### src/rtl/ixc_sfifo_rx_assembler.sv
`default_nettype none
// ============================================================================
// ixc_sfifo_rx_assembler : packs header + 1..8 x 64-bit link words into one
// 512-bit beat held for the addressed ixc_sfifo_port until its fen pulse.
// Revision: 1.0
// ============================================================================
module ixc_sfifo_rx_assembler #(
    parameter logic [21:0] IDLE_TID  = 22'h3FFFFF,
    parameter int          MAX_WORDS = 8
) (
    input  logic                       fclk,
    input  logic                       fresetn,
    input  logic [63:0]                wdata,
    input  logic                       wvalid,
    input  logic                       wsop,
    input  logic                       weop,
    output logic                       wready,
    output logic [64*MAX_WORDS-1:0]    CiData,
    output logic [21:0]                CtId,
    input  logic                       fen,
    output logic [7:0]                 err_cnt,
    output logic                       busy
);

    localparam logic [3:0] MAX_LEN = 4'(MAX_WORDS);

    typedef enum logic [1:0] {
        S_IDLE    = 2'd0,
        S_PAYLOAD = 2'd1,
        S_DONE    = 2'd2,
        S_FLUSH   = 2'd3
    } state_t;

    state_t                    state;
    state_t                    state_nxt;
    logic [3:0]                idx;
    logic [3:0]                idx_nxt;
    logic [3:0]                len;
    logic [3:0]                len_nxt;
    logic [21:0]               tid;
    logic [21:0]               tid_nxt;
    logic [64*MAX_WORDS-1:0]   asm_buf;
    logic [64*MAX_WORDS-1:0]   buf_nxt;
    logic                      out_valid;
    logic [1:0]                err_inc;
    logic                      load;
    logic                      take_hdr;
    logic                      accept;
    logic [3:0]                hdr_len;
    logic [21:0]               hdr_tid;
    logic                      hdr_ok;
    logic [8:0]                err_sum;
    logic                      unused_hdr_bits;

    assign hdr_tid         = wdata[21:0];
    assign hdr_len         = wdata[25:22];
    assign unused_hdr_bits = ^wdata[63:26];
    assign hdr_ok          = (hdr_len != 4'd0) && (hdr_len <= MAX_LEN) && (hdr_tid != IDLE_TID);

    assign wready = (state != S_DONE);
    assign accept = wvalid && wready;
    assign busy   = (state != S_IDLE) || out_valid;

    always_comb begin
        state_nxt = state;
        idx_nxt   = idx;
        len_nxt   = len;
        tid_nxt   = tid;
        buf_nxt   = asm_buf;
        err_inc   = 2'd0;
        load      = 1'b0;
        take_hdr  = 1'b0;

        case (state)
            S_IDLE: begin
                if (accept && wsop) begin
                    take_hdr = 1'b1;
                end
            end
            S_PAYLOAD: begin
                if (accept) begin
                    if (wsop) begin
                        // A new header aborts the frame in progress and is
                        // then evaluated exactly as it would be from IDLE.
                        err_inc  = 2'd1;
                        take_hdr = 1'b1;
                    end else begin
                        for (int k = 0; k < MAX_WORDS; k++) begin
                            if (idx == 4'(k)) begin
                                buf_nxt[64*k +: 64] = wdata;
                            end
                        end
                        idx_nxt = idx + 4'd1;
                        if (idx == len - 4'd1) begin
                            if (weop) begin
                                state_nxt = S_DONE;
                            end else begin
                                err_inc   = 2'd1;
                                state_nxt = S_FLUSH;
                            end
                        end else if (weop) begin
                            err_inc   = 2'd1;
                            state_nxt = S_IDLE;
                        end
                    end
                end
            end
            S_DONE: begin
                if (!out_valid || fen) begin
                    load      = 1'b1;
                    state_nxt = S_IDLE;
                end
            end
            S_FLUSH: begin
                if (accept && weop) begin
                    state_nxt = S_IDLE;
                end
            end
            default: begin
                state_nxt = S_IDLE;
            end
        endcase

        if (take_hdr) begin
            if (hdr_ok) begin
                tid_nxt   = hdr_tid;
                len_nxt   = hdr_len;
                buf_nxt   = '0;
                idx_nxt   = 4'd0;
                state_nxt = S_PAYLOAD;
            end else begin
                err_inc   = err_inc + 2'd1;
                state_nxt = weop ? S_IDLE : S_FLUSH;
            end
        end
    end

    // Up to two errors can land in one cycle (aborted frame + bad header).
    assign err_sum = {1'b0, err_cnt} + {7'd0, err_inc};

    always_ff @(posedge fclk or negedge fresetn) begin
        if (!fresetn) begin
            state     <= S_IDLE;
            idx       <= 4'd0;
            len       <= 4'd0;
            tid       <= IDLE_TID;
            asm_buf   <= '0;
            out_valid <= 1'b0;
            CiData    <= '0;
            CtId      <= IDLE_TID;
            err_cnt   <= 8'd0;
        end else begin
            state   <= state_nxt;
            idx     <= idx_nxt;
            len     <= len_nxt;
            tid     <= tid_nxt;
            asm_buf <= buf_nxt;
            err_cnt <= err_sum[8] ? 8'hFF : err_sum[7:0];
            // A load in the same cycle as fen takes priority over the clear.
            if (load) begin
                CiData    <= asm_buf;
                CtId      <= tid;
                out_valid <= 1'b1;
            end else if (fen && out_valid) begin
                CiData    <= '0;
                CtId      <= IDLE_TID;
                out_valid <= 1'b0;
            end
        end
    end

endmodule
`default_nettype wire

### config.mk
export PLATFORM = sky130hd
export DESIGN_NAME = ixc_sfifo_rx_assembler
export DESIGN_NICKNAME = d
export VERILOG_FILES = /design/src/rtl/ixc_sfifo_rx_assembler.sv
export SDC_FILE = /design/constraint.sdc
export NUM_CORES = 2
export LEC_CHECK = 0
export CORE_MARGIN = 2
export CORE_UTILIZATION = 40
export DETAILED_ROUTE_END_ITERATION = 10
export PLACE_DENSITY = 0.72
export SLEW_MARGIN = 20
export SYNTH_ARGS = -nofsm -noshare
export SYNTH_HDL_FRONTEND = slang
export SYNTH_SLANG_ARGS = --single-unit
### constraint.sdc
create_clock -name fclk -period 6 [get_ports fclk]
set_input_delay 0.9 -clock fclk [delete_from_list [all_inputs] [get_ports fclk]]
set_output_delay 0.9 -clock fclk [all_outputs]
set_load 0.005 [all_outputs]
==> Yosys cells after proc, flatten, opt, wreduce, memory -nomap -nowiden <==
Cells that the tools add are included.
{ "totals": {"register_bits": 1087, "output_inout_bits": 544, "word_cells": 99} }
{ "op_classes": {"n_addsub": 4, "order_cmp": 1, "eq_ne": 18, "muxes": 50, "reduce_logical": 17} }
{ "op_table": {"columns": ["operator", "n"], "rows": [
  ["$mux W512", 7],
  ["$mux W64", 8],
  ["$mux W22", 2],
  ["$mux W2", 15],
  ["$ne A22 B22 Y1 const B", 1],
  ["$mux W4", 5],
  ["$eq A4 B3 Y1 const B", 4],
  ["$ne A3 B3 Y1 const B", 4],
  ["$mux W1", 10],
  ["$add A8 B2 Y9", 1],
  ["$eq A4 B2 Y1 const B", 2],
  ["$mux W8", 1],
  ["$reduce_bool A4 Y1", 2],
  ["$logic_and A1 B1 Y1", 6],
  ["$pmux W2 S3", 1],
  ["$reduce_and A6 Y1", 1],
  ["$add A4 B1 Y4 const B", 1],
  ["$eq A2 B2 Y1 const B", 2],
  ["$eq A4 B1 Y1 const B", 1],
  ["$eq A4 B4 Y1", 1],
  ["$le A4 B4 Y1 const B", 1],
  ["$logic_not A4 Y1", 1],
  ["$ne A4 B4 Y1 const B", 1],
  ["$reduce_bool A2 Y1", 2],
  ["other kinds (9)", 10]
]} }

==> Depth between registers and ports, before layout <==
{ "logic_depth": {"ltp_word": 11, "mapped_depth": 16} }

==> Worst setup path before layout <==
Ideal clock, no wire load.
{ "synth_path": {"path_type": "input-to-reg", "startpoint": "input wdata[21]", "endpoint": "register err_cnt[4]", "setup_ns": 0.083, "arrival_ns": 3.090, "required_time_ns": 5.917, "setup_slack_ns": 2.827, "stages": 13, "n_path_buf": 1, "path_cell_list": "clkbuf_1 nand4_1 nor4_1 a21o_1 ha_1 nand2_1 nand2_1 ha_1 inv_1 fa_1 nor2_1 nand4_1 o21ai_0"} }
{ "synth_via": {"elab_chain_len": 6} }
{ "synth_lines": {"columns": ["element", "line_no", "source"], "rows": [
  ["start, declared", "13", "input logic [63:0] wdata,"],
  ["$ne A22 B22 Y1", "58", "assign hdr_ok = (hdr_len != 4'd0) && (hdr_len <= MAX_LEN) && (hdr_tid != IDLE_TID);"],
  ["$logic_and A1 B1 Y1", "58", null],
  ["$mux W2", "125", "if (hdr_ok) begin"],
  ["$mux W2", "124", "if (take_hdr) begin"],
  ["$add A8 B2 Y9", "139", "assign err_sum = {1'b0, err_cnt} + {7'd0, err_inc};"],
  ["$mux W8", "158", "err_cnt <= err_sum[8] ? 8'hFF : err_sum[7:0];"],
  ["end signal, assigned", "158", null],
  ["end, declared", "21", "output logic [7:0] err_cnt,"]
]} }
Every way passes these cells.
A chain may end at the register's enable or synchronous reset.

==> Worst setup path in the final report <==
{ "layout_path": {"startpoint": "input wdata[17]", "endpoint": "register err_cnt[4]"} }
The elaborated chain is that of the path after synthesis.

==> impl_metrics.py <==
metrics = {
    "setup_path": {
        "start_kind": "input pin",
        "cp_data_required_time_ns": 6.59,
        "arrival_ns": 4.40,
        "crit_fanout": 10,
        "endpoint_kind": "flop",
        "path_class": "input pin to flop",
    },
    "power_and_ir_drop": {
        "totalPowerFinal_w": 0.0202,
        "ir_worst_vdd_uv": 311,
        "leakage_nw": 23.1,
        "powerDensity_mw_per_mm2": 390,
    },
    "timing": {
        "final_hold_viol_count": 0,
        "min_period_over_period": 0.634,
        "finalClockSkew_ns": 0.0175,
        "rsz0062_at_grt": "false",
        "setup_violations": 0,
        "relSlewSlack": 0.223,
        "tightest_slew_ns": 1.17,
        "fin_crit_ns": 3.80,
        "timing.final.max_slew_violations": 0,
        "finalSetupTns_ns": 0,
        "fmax_mhz": 263,
    },
    "synth": {
        "synthFlopType": "dfrtp_1",
        "synth_nets": 3750,
        "async_flop_share": 1.00,
        "netlist_area_mm2": 0.0411,
        "syn_area_per_cell_um2": 11.2,
        "yosysSeqAreaShare": 0.662,
        "yosysWarnings": 0,
        "synth_edf_count": 0,
        "synth_seq_cells": 1087,
        "syn_inst": 3666,
        "synth.distinct_cells": 41,
    },
    "placed_design": {
        "portBuffers": 613,
        "gp_congestion": 0.827,
        "dp_hpwl_um": 79100,
    },
    "finish": {
        "nNetsFinal": 4185,
        "drive_gt1_frac": 0.0768,
        "antennaDiodeCount": 0,
        "mostFrequentLayoutCells": "dfrtp_1 (1043), nand2_1 (1040), clkdlybuf4s50_1 (612), a21oi_1 (517), a22o_1 (513)",
        "syn_to_final_growth_pct": 25.9,
        "final_core_utilization": 0.509,
        "layout_commonest_cell": "dfrtp_1",
        "fillers": 8851,
    },
    "floorplanning": {
        "die_area_mm2": 0.105,
        "die_h_um": 325,
        "rows": 117,
        "ios": 614,
        "fp.dieW_um": 325,
        "core_area_mm2": 0.102,
        "start_util": 0.404,
    },
    "run_status": {
        "status": "complete, no violations",
    },
    "min_path": {
        "hold_class": "input pin to asynchronous set/reset pin",
    },
    "detailed_routing": {
        "drc": 0,
        "wl_per_cell_um": 23.6,
        "drt-initial-drc-count": 3377,
        "dr.pass1.iters": 5,
        "drtAntennaViolNets": 0,
        "wl_um": 131000,
        "vias": 31291,
        "viasPerCell": 5.63,
    },
    "clock_tree": {
        "tritoncts": "done",
        "numCtsBuffers": 109,
        "cts_root_buf": "clkbuf_16",
        "htree_levels": 3,
        "cts_resized": 0,
        "cts_hold_buf": 0,
        "cts.sinks": 1087,
        "clkLatencyLatePin_ns": 0.68,
        "cts_buffer_depth": 3,
        "post-cts-setup-buffer-count": 0,
        "clkTransAtPathRegs_ns": 0.06,
    },
    "job": {
        "max_cap_viol_count": 0,
    },
    "grt": {
        "grt_usage": 0.244,
        "grt-ovfl-total": 0,
        "antenna_found_initial": 2,
        "grt_max_degree": 184,
        "first_global_vias": 31037,
        "grt_first_pass_wirelength_um": 198000,
    },
}
state kept, by name (all words and copies together), names as in the netlist:
name       cells
out_valid      1
state          2
err_cnt        8
len            4
CtId          22
idx            4
tid           22
asm_buf      512
CiData       512
logic make-up (layout without fill, tap and decap cells):
| group | count (synthesis) | in the layout | synth area share |
|---|---|---|---|
| flops | 1087 | 1087 | 0.662 |
| xor+xnor | 13 | 13 | 0.00277 |
| buf+inv | 363 | 888 | 0.0414 |
| compound gates | 1067 | 1067 | 0.179 |
| simple gates | 1095 | 1095 | 0.102 |
| fa+ha+maj | 14 | 14 | 0.00444 |
| mux | 27 | 27 | 0.00733 |
final timing paths:
path	endpoint	slack [ns]	cells after the start	start
min	CiData[208]$_DFFE_PN0P_	0.27	1	fresetn
max	err_cnt[4]$_DFF_PN0_	2.20	13	wdata[17]
max in group asynchronous	CiData[476]$_DFFE_PN0P_	4.31	2	fresetn
min in group fclk	CiData[456]$_DFFE_PN0P_	0.49	1	asm_buf[456]$_DFF_PN0_
min reg2reg	CiData[456]$_DFFE_PN0P_	0.49	1	asm_buf[456]$_DFF_PN0_
max reg2reg	asm_buf[385]$_DFF_PN0_	2.35	8	state[0]$_DFFE_PN0P_
power by group:
| part | switching, W | total (W) | internal, W |
|---|---|---|---|
| sequential | 0.000721 | 0.00911 | 0.00839 |
| combinational | 0.00232 | 0.00404 | 0.00172 |
| clock | 0.00289 | 0.00703 | 0.00414 |
per-stage QoR:
| step | hold WS (ns) | area (um^2) | std cells | worst slack (ns) |
|---|---|---|---|---|
| 4_1_cts | 0.263 | 51800 | 5559 | 2.25 |
| 5_1_grt | 0.310 | 51800 | 5559 | 1.99 |
| 3_5_place_dp | 0.481 | 48100 | 5358 | 1.57 |
| 3_3_place_gp | 0.478 | 48100 | 5358 | 1.55 |
| 2_1_floorplan | 0.473 | 41100 | 3666 | 2.83 |
| 6_report | 0.267 | 51800 | 5559 | 2.20 |
area by class of cell:
class                   instances  area, um^2  area share
clock buffers                 168        3280      0.0634
clock inverters                33         428     0.00826
inverters                      15        56.3     0.00109
multi-input cells            2216       12300       0.237
flip-flops and latches       1087       27300       0.526
well taps                    1368        1710      0.0330
repair buffers                672        6770       0.131
Yosys cell counts (all sizes together), types with 2 or more instances:
| cell | count | area [um^2] |
|---|---|---|
| o21ai | 6 | 30.0 |
| xor2 | 8 | 70.1 |
| and2 | 9 | 56.3 |
| nor2 | 13 | 48.8 |
| dfrtp | 1043 | 26100 |
| xnor2 | 5 | 43.8 |
| o22a | 22 | 193 |
| a22o | 513 | 4490 |
| nand3b | 3 | 22.5 |
| dfstp | 44 | 1160 |
| nand2 | 1048 | 3930 |
| nor4 | 2 | 18.8 |
| clkbuf | 169 | 636 |
| nand2b | 3 | 18.8 |
| nor3 | 2 | 10.0 |
| mux2 | 25 | 282 |
| nor2b | 2 | 12.5 |
| nand3 | 2 | 10.0 |
| nand4 | 8 | 50.1 |
| inv | 15 | 56.3 |
| mux2i | 2 | 20.0 |
| ha | 13 | 163 |
| a21oi | 517 | 2590 |
| a31oi | 2 | 12.5 |
| buf | 179 | 1010 |
per-layer routing:
metal  track usage  routed length [um]  up-vias
li1              -                   -    13409
met1         0.337               53500    15976
met4        0.0976                5100        0
met2         0.376               61200     1626
met5             0                   0        -
met3        0.0532               11600      280
critical path, cell delays in order:
cell and delay [ns]:
clkdlybuf4s50_1 0.77, nand4_1 0.32, nor4_1 0.60, a21o_1 0.23
ha_1 0.12, nand2_1 0.04, nand2_1 0.07, ha_1 0.17
inv_1 0.06, fa_1 0.47, nor2_1 0.25, nand4_1 0.25
o21ai_0 0.14
(Power assumes the default switching activity.)
